**src/rtl/sky130_sram_1rw1r_sched_pkg.sv**
```systemverilog
// Shared widths and response-tag type for the 1RW/1R SRAM request scheduler.
package sky130_sram_1rw1r_sched_pkg;

    localparam int DEF_DATA_WIDTH = 8;
    localparam int DEF_ADDR_WIDTH = 4;
    localparam int DEF_NUM_WMASKS = 4;

    // One tag per macro port: which requester gets that port's dout next cycle.
    typedef struct packed {
        logic valid;
        logic requester;
        logic port;
    } rsp_tag_t;

endpackage

```
**src/rtl/sky130_sram_1rw1r_sched_rr_arb2.sv**
```systemverilog
// Two-way round-robin grant; the pointer moves to the loser only when both request.
module sram_rr_arb2 (
    input  logic       clk,
    input  logic       rst,
    input  logic [1:0] req,
    output logic [1:0] grant
);

    logic rr;

    always_comb begin
        grant = req;
        if (&req) begin
            grant = rr ? 2'b10 : 2'b01;
        end
    end

    always_ff @(posedge clk or posedge rst) begin
        if (rst) begin
            rr <= 1'b0;
        end else if (&req) begin
            rr <= ~rr;
        end
    end

endmodule

```
**src/rtl/sky130_sram_1rw1r_sched.sv**
```systemverilog
// Schedules two requesters onto a 1RW+1R SRAM macro; reads respond two cycles after accept.
module sky130_sram_1rw1r_sched
    import sky130_sram_1rw1r_sched_pkg::*;
#(
    parameter int DATA_WIDTH = DEF_DATA_WIDTH,
    parameter int ADDR_WIDTH = DEF_ADDR_WIDTH,
    parameter int NUM_WMASKS = DEF_NUM_WMASKS
) (
    input  logic                  clk0,
    input  logic                  rst,
    input  logic                  m0_valid,
    output logic                  m0_ready,
    input  logic                  m0_we,
    input  logic [ADDR_WIDTH-1:0] m0_addr,
    input  logic [NUM_WMASKS-1:0] m0_wmask,
    input  logic [DATA_WIDTH-1:0] m0_wdata,
    output logic                  m0_rvalid,
    output logic [DATA_WIDTH-1:0] m0_rdata,
    input  logic                  m1_valid,
    output logic                  m1_ready,
    input  logic                  m1_we,
    input  logic [ADDR_WIDTH-1:0] m1_addr,
    input  logic [NUM_WMASKS-1:0] m1_wmask,
    input  logic [DATA_WIDTH-1:0] m1_wdata,
    output logic                  m1_rvalid,
    output logic [DATA_WIDTH-1:0] m1_rdata,
    output logic                  sram_csb0,
    output logic                  sram_web0,
    output logic [NUM_WMASKS-1:0] sram_wmask0,
    output logic [ADDR_WIDTH-1:0] sram_addr0,
    output logic [DATA_WIDTH-1:0] sram_din0,
    input  logic [DATA_WIDTH-1:0] sram_dout0,
    output logic                  sram_csb1,
    output logic [ADDR_WIDTH-1:0] sram_addr1,
    input  logic [DATA_WIDTH-1:0] sram_dout1
);

    logic                  wr0, wr1, rd0, rd1;
    logic [1:0]            wgrant;
    logic [ADDR_WIDTH-1:0] waddr;
    rsp_tag_t [1:0]        tag_d, tag_q;
    logic [1:0]            rsp_vld;
    logic [DATA_WIDTH-1:0] rsp_dat [2];

    assign wr0 = m0_valid & m0_we & ~rst;
    assign wr1 = m1_valid & m1_we & ~rst;
    assign rd0 = m0_valid & ~m0_we & ~rst;
    assign rd1 = m1_valid & ~m1_we & ~rst;

    sram_rr_arb2 u_arb (
        .clk   (clk0),
        .rst   (rst),
        .req   ({wr1, wr0}),
        .grant (wgrant)
    );

    always_comb begin
        m0_ready    = 1'b0;
        m1_ready    = 1'b0;
        sram_csb0   = 1'b1;
        sram_web0   = 1'b1;
        sram_wmask0 = '0;
        sram_addr0  = '0;
        sram_din0   = '0;
        sram_csb1   = 1'b1;
        sram_addr1  = '0;
        tag_d       = '0;
        waddr       = wgrant[0] ? m0_addr : m1_addr;

        if (wgrant[0]) begin
            m0_ready    = 1'b1;
            sram_csb0   = 1'b0;
            sram_web0   = 1'b0;
            sram_wmask0 = m0_wmask;
            sram_addr0  = m0_addr;
            sram_din0   = m0_wdata;
        end else if (wgrant[1]) begin
            m1_ready    = 1'b1;
            sram_csb0   = 1'b0;
            sram_web0   = 1'b0;
            sram_wmask0 = m1_wmask;
            sram_addr0  = m1_addr;
            sram_din0   = m1_wdata;
        end

        if (wr0 | wr1) begin
            // A read of the word being written waits a cycle so it sees the new data.
            if (rd1 && m1_addr != waddr) begin
                m1_ready   = 1'b1;
                sram_csb1  = 1'b0;
                sram_addr1 = m1_addr;
                tag_d[1]   = '{valid: 1'b1, requester: 1'b1, port: 1'b1};
            end else if (rd0 && m0_addr != waddr) begin
                m0_ready   = 1'b1;
                sram_csb1  = 1'b0;
                sram_addr1 = m0_addr;
                tag_d[1]   = '{valid: 1'b1, requester: 1'b0, port: 1'b1};
            end
        end else if (rd0 && rd1) begin
            m0_ready   = 1'b1;
            m1_ready   = 1'b1;
            sram_csb0  = 1'b0;
            sram_addr0 = m0_addr;
            sram_csb1  = 1'b0;
            sram_addr1 = m1_addr;
            tag_d[0]   = '{valid: 1'b1, requester: 1'b0, port: 1'b0};
            tag_d[1]   = '{valid: 1'b1, requester: 1'b1, port: 1'b1};
        end else if (rd0 || rd1) begin
            m0_ready   = rd0;
            m1_ready   = rd1;
            sram_csb1  = 1'b0;
            sram_addr1 = rd0 ? m0_addr : m1_addr;
            tag_d[1]   = '{valid: 1'b1, requester: rd1, port: 1'b1};
        end
    end

    // Route each tagged port's dout to its requester.
    always_comb begin
        rsp_vld    = '0;
        rsp_dat[0] = '0;
        rsp_dat[1] = '0;
        for (int t = 0; t < 2; t++) begin
            if (tag_q[t].valid) begin
                rsp_vld[tag_q[t].requester] = 1'b1;
                rsp_dat[tag_q[t].requester] = tag_q[t].port ? sram_dout1 : sram_dout0;
            end
        end
    end

    always_ff @(posedge clk0 or posedge rst) begin
        if (rst) begin
            tag_q     <= '0;
            m0_rvalid <= 1'b0;
            m1_rvalid <= 1'b0;
            m0_rdata  <= '0;
            m1_rdata  <= '0;
        end else begin
            tag_q     <= tag_d;
            m0_rvalid <= rsp_vld[0];
            m1_rvalid <= rsp_vld[1];
            if (rsp_vld[0]) m0_rdata <= rsp_dat[0];
            if (rsp_vld[1]) m1_rdata <= rsp_dat[1];
        end
    end

endmodule
```
**config.mk**
```make
export PLATFORM = sky130hd
export DESIGN_NAME = sky130_sram_1rw1r_sched
export DESIGN_NICKNAME = d
export VERILOG_FILES = /design/src/rtl/sky130_sram_1rw1r_sched_pkg.sv /design/src/rtl/sky130_sram_1rw1r_sched_rr_arb2.sv /design/src/rtl/sky130_sram_1rw1r_sched.sv
export SDC_FILE = /design/constraint.sdc
export NUM_CORES = 1
export LEC_CHECK = 0
export BUFFER_PORTS_ARGS = -buffer_cell sky130_fd_sc_hd__buf_2
export CAP_MARGIN = 10
export CORE_ASPECT_RATIO = 0.5
export CORE_MARGIN = 8
export CORE_UTILIZATION = 30
export DETAILED_ROUTE_END_ITERATION = 12
export PLACE_DENSITY = 0.66
export REMOVE_ABC_BUFFERS = 1
export SYNTH_ARGS = -nofsm -noshare
export SYNTH_HDL_FRONTEND = slang
export SYNTH_SLANG_ARGS = --single-unit
```
**constraint.sdc**
```tcl
create_clock -name clk0 -period 2 [get_ports clk0]
set_clock_uncertainty 0.15 [all_clocks]
set_input_delay 0.4 -clock clk0 [delete_from_list [all_inputs] [get_ports clk0]]
set_output_delay 0.4 -clock clk0 [all_outputs]
set_load 0.05 [all_outputs]
```
; Yosys cells after proc, flatten, opt, wreduce, memory -nomap -nowiden
; Cells that the tools add are included.
[totals]
reg_bits = 25
input_bits = 54
output_inout_bits = 43
elab_cells = 107
[classes]
order_cmp = 8
n_eq_ne = 2
mux = 60
bitwise_logic = 17
n_reduce_logical = 9
[ops]
columns = cell, count
row1 = 4-bit 2-to-1 mux, 13
row2 = 8-bit 2-to-1 mux, 6
row3 = 16-bit 2-to-1 mux, 2
row4 = 1-bit 2-to-1 mux, 23
row5 = 3-bit 2-to-1 mux, 7
row6 = 16-bit bitwise AND, 1
row7 = 16-bit bitwise mux, 1
row8 = 8-bit demux with 1-bit select, 2
row9 = 1-bit bitwise AND, 8
row10 = 2-bit 2-to-1 mux, 4
row11 = 4-bit != test, 2
row12 = 1-bit logical AND, 7
row13 = 2-bit >= comparator (second input constant), 2
row14 = 1-bit by 2-bit < comparator with 1-bit output (second input constant), 2
row15 = 2-bit by 1-bit < comparator with 1-bit output (second input constant), 2
row16 = 1-bit NOT, 4
row17 = 1-bit NOT with 2-bit output, 2
row18 = 1-bit demux with 1-bit select, 2
row19 = 1-bit >= comparator (second input constant), 2
row20 = 2-bit OR, 1
row21 = 2-bit AND reduction, 1
row22 = 1-bit logical OR, 1
row23 = 1-bit OR, 1

; Longest topological paths before layout
[depth]
word_depth = 10
mapped_depth = 5
ltp_nobuf = 4

; By module
; Synthesis repeated with hierarchy kept, for this count alone.
[unflattened]
hier_cells = 137
hier_area_um2 = 1301.2
[modules_own_cells]
columns = module, instances, cells_per_inst, area_each_um2, seq_area_each_um2
row1 = sky130_sram_1rw1r_sched, 1, 130, 1241.2, 525.5
row2 = sram_rr_arb2, 1, 7, 60.1, 25.0

; Worst setup path before layout
; OpenSTA, ideal clock, no wires.
[synth_timing]
path_kind = input to output
from = input rst
to = output sram_addr1[0]
t_arrival_ps = 1798
required_ps = 1450
slack_ps = -348
stages = 4
path_buffers = 1
path_cell_list = buf_4 > a21o_1 > nor2_1 > o2bb2ai_1
[synth_between]
elab_chain_len = 10
word_cells_on_any_way = 21
cone_classes = eq/ne: 2 / mux: 8 / bitwise: 6 / reduce/logical: 5
[synth_lines]
columns = element, line
row1 = "start, declared", sky130_sram_1rw1r_sched.sv:10  ; input logic rst,
row2 = 1-bit NOT (*), n/a
row3 = 1-bit bitwise AND (on tied branches), "sky130_sram_1rw1r_sched.sv:45, sky130_sram_1rw1r_sched.sv:46"
row4 = 2-bit AND reduction, sky130_sram_1rw1r_sched_rr_arb2.sv:13  ; if (&req) begin
row5 = 2-bit 2-to-1 mux, sky130_sram_1rw1r_sched_rr_arb2.sv:13
row6 = 4-bit 2-to-1 mux, sky130_sram_1rw1r_sched.sv:68  ; waddr = wgrant[0] ? m0_addr : m1_addr;
row7 = 4-bit != test, sky130_sram_1rw1r_sched.sv:93  ; end else if (rd0 && m0_addr != waddr) begin
row8 = 1-bit logical AND, sky130_sram_1rw1r_sched.sv:93
row9 = 4-bit 2-to-1 mux, sky130_sram_1rw1r_sched.sv:93
row10 = 4-bit 2-to-1 mux, sky130_sram_1rw1r_sched.sv:88  ; if (rd1 && m1_addr != waddr) begin
row11 = 4-bit 2-to-1 mux (*), sky130_sram_1rw1r_sched.sv:86  ; if (wr0 | wr1) begin
row12 = "end, declared", sky130_sram_1rw1r_sched.sv:34  ; output logic [ADDR_WIDTH-1:0] sram_addr1,
; Every way passes the cells marked *; elsewhere a longest branch is shown, timed or not.

; Worst setup path after layout
[layout_timing]
from = input m1_addr[3]
to = output sram_csb1
[layout_between]
elab_chain_len = 6
word_cells_on_any_way = 8
cone_classes = eq/ne: 2 / mux: 4 / reduce/logical: 2
[layout_lines]
columns = element, line
row1 = "start, declared", sky130_sram_1rw1r_sched.sv:22  ; input logic [ADDR_WIDTH-1:0] m1_addr,
row2 = 4-bit 2-to-1 mux, sky130_sram_1rw1r_sched.sv:68
row3 = 4-bit != test, sky130_sram_1rw1r_sched.sv:93
row4 = 1-bit logical AND, sky130_sram_1rw1r_sched.sv:93
row5 = 1-bit 2-to-1 mux, sky130_sram_1rw1r_sched.sv:93
row6 = 1-bit 2-to-1 mux (*), sky130_sram_1rw1r_sched.sv:88
row7 = 1-bit 2-to-1 mux (*), sky130_sram_1rw1r_sched.sv:86
row8 = "end, declared", sky130_sram_1rw1r_sched.sv:33  ; output logic sram_csb1,
; Marks and branches as above.

==> run summary <==
Placed Cells incl. Taps: 293
RSZ-0062 raised after global routing: true
top post-synthesis cells by count: dfrtp_1, a22o_1, nand2_1
Antenna Nets Post-Route: 0
max_slew headroom: 68.63%
Hold Crit Class: primary input to asynchronous set/reset pin
Placed Area: 0.001989 mm^2
Yosys warnings: 0
Clk pwr share: 17.0%
Routability Congestion: 0.7939
worst-path fanout max: 3
Cell Int Power: 0.001035 W
CTS sink cnt: 22
HPWL after detailed placement: 3522 um
dpl ws: -0.1517 ns
metal2 WL: 2290 um
Synth Instances: 122
non-filler cells, final: 301
Net Sw Frac: 42.56%
Setup crit end kind: output pin
max cap viols: 0
Syn Std Cell Area: 0.001265 mm^2
layout net count: 302
total grt overflow: 0
CP Launch Type: primary input
sequential share of the synthesized area: 43.52%
Final min period: 2.105 ns
maximum vdd drop: 258.4 uV
first-pass GRT wire length: 6996 um
Worst-Skew Late Latency: 0.26 ns
core footprint: 0.003984 mm^2
kind of critical path: primary input to output pin
routed vias: 1423
Final Instance Area: 0.002400 mm^2
GRT Total Usage: 13.14%
Finished Core Util: 60.24%
die area: 0.006676 mm^2
fmax: 0.4751 GHz
Mean Syn Cell Area: 10.37 um^2
top layer in use: met4
vias in the first global route: 1555
Arrival @ worst endpoint: 1.55 ns
Starting Density: 31.75%
outcome: finished with violations
Req. time, crit path: 1.45 ns
failing checks: setup timing
Iteration-0 DRC Markers: 11
Post-synth EDFFs: 0
leakage: 1.182 nW
setup ws final: -0.1049 ns
largest net degree at the start of global routing: 23
routed wire length: 4665 um
CTS Buffer Depth: 2
Tcrit/Tclk final: 105.2%
Synth Flop Type: dfrtp_1
IO buf count: 96
Comb pwr share: 50.2%
Async S/R FF share, synth: 100.0%
I/O pin cnt: 97
CTS buffer count: 3
most common cell in the netlist: dfrtp_1
worst-margin pin slew: 0.4705 ns
post-synth top area cell: dfrtp_1
layout cells sized above 1: 66.40%
Detailed Routing Iterations Pass 1: 4
top-area cell type share of the netlist area: 43.52%
# diodes: 0
Slew Limit Fails: 0
wl on met1: 1723 um
initial antenna violation count: 0
WL per Instance: 15.50 um
Final Hold Fails: 0
register bit total from synthesis: 22
Area contributors post-synth: dfrtp_1, a22o_1, mux2_2
Clock H-tree levels: 1
Reg2Reg Depth: 2
area delta synth->final: 89.71%
PD cells: 750.5 mW/mm^2
row count: 16
CTS tree: yes
Met3 Wirelength: 605 um
Die X: 107.8 um
P_sw: 0.0007664 W
Die Ht: 61.92 um
Final setup viols: 14
root buffer cell: clkbuf_8
Clock transition at path regs: 0.08 ns
sequential power share: 32.8%
# DRC: 0
Yosys cell types: 32
Vias per Instance: 4.728
==> critical path, cell delays in order <==
cell and delay [ns]:
buf_6 0.10, xnor2_2 0.12, nand4_1 0.19, buf_4 0.18
a21oi_2 0.04, or3_4 0.36, buf_6 0.16
==> logic make-up (layout without fill, tap and decap cells) <==
| group | after synthesis | in the layout | share of synthesized area (%) |
|---|---|---|---|
| mux | 16 | 16 | 13.45 |
| compound gates | 38 | 38 | 22.75 |
| buf+inv | 8 | 133 | 3.363 |
| simple gates | 33 | 33 | 13.45 |
| xor+xnor | 5 | 5 | 3.462 |
| flops | 22 | 22 | 43.52 |
==> stage by stage <==
stage | power (W) | setup TNS, ns | hold WS, ns
finish | 0.001801 | -0.7484 | 0.1671
global route | 0.001901 | -1.908 | 0.1914
CTS | 0.001757 | -1.072 | 0.1694
detailed placement | 0.001385 | -1.554 | 0.3400
global placement | 0.001369 | -1.080 | 0.3326
floorplan | 0.001139 | -1.194 | 0.2392
==> layout make-up <==
cell class              instances  area, um^2
clock buffers                   4       55.05
fillers                       336        1584
inverters                       3       11.26
multi-input cells              92       783.3
flip-flops and latches         22       551.8
well taps                      54       67.56
repair buffers                126       930.9
==> registers in the layout, indices dropped and copies added (netlist names) <==
| signal | flops |
|---|---|
| m0_rdata | 8 |
| m0_rvalid | 1 |
| tag_q | 3 |
| m1_rdata | 8 |
| m1_rvalid | 1 |
| u_arb.rr | 1 |
==> what timing repair did <==
| action | 4_1_cts | 5_1_grt |
|---|---|---|
| resized for setup | 58 | 29 |
| endpoints found under the setup margin | 23 | 23 |
| hold buffers | 0 | 0 |
| pin swaps | 14 | 10 |
| setup buffers | 2 | 2 |
==> final timing paths <==
path                                from          end  slack (ns)
max in group asynchronous            rst     u_arb.rr        1.30
min reg2reg                  m1_rdata[7]  m1_rdata[7]        0.36
max reg2reg                     tag_q[3]  m1_rdata[2]        0.62
min                                  rst     tag_q[3]        0.17
max                           m1_addr[3]    sram_csb1       -0.10
min in group clk0          sram_dout1[0]  m0_rdata[0]        0.21
==> power groups by stage <==
stage	Sequential (W)	Clock (W)	Combinational [W]
4_1_cts	0.000592	0.000322	0.000843
5_1_grt	0.000602	0.000346	0.000952
6_report	0.000590	0.000306	0.000905
2_1_floorplan	0.000867	0	0.000272
3_5_place_dp	0.000596	0	0.000789
3_3_place_gp	0.000592	0	0.000778
==> layout by cell type, fill, tap and decap left out, types with 2 or more instances in the layout <==
cell type	instances
buf_6	30
buf_8	2
nor3_1	2
buf_2	62
nand2_1	12
nand2_2	2
a22o_1	19
buf_4	31
dfrtp_1	21
o21ai_0	8
clkbuf_8	4
nor2b_1	2
inv_1	3
nand2b_2	2
nor2_2	3
xnor2_2	3
mux2i_1	8
mux2_2	8
nor2_4	2
==> per-layer routing <==
metal  up-vias  global-route usage [%]
li1        702                       -
met1       650                   13.27
met2        67                   23.94
met3         4                   7.202
met4         0                   2.930
met5         -                       0
No activity file was read; power rests on OpenSTA's default activity.
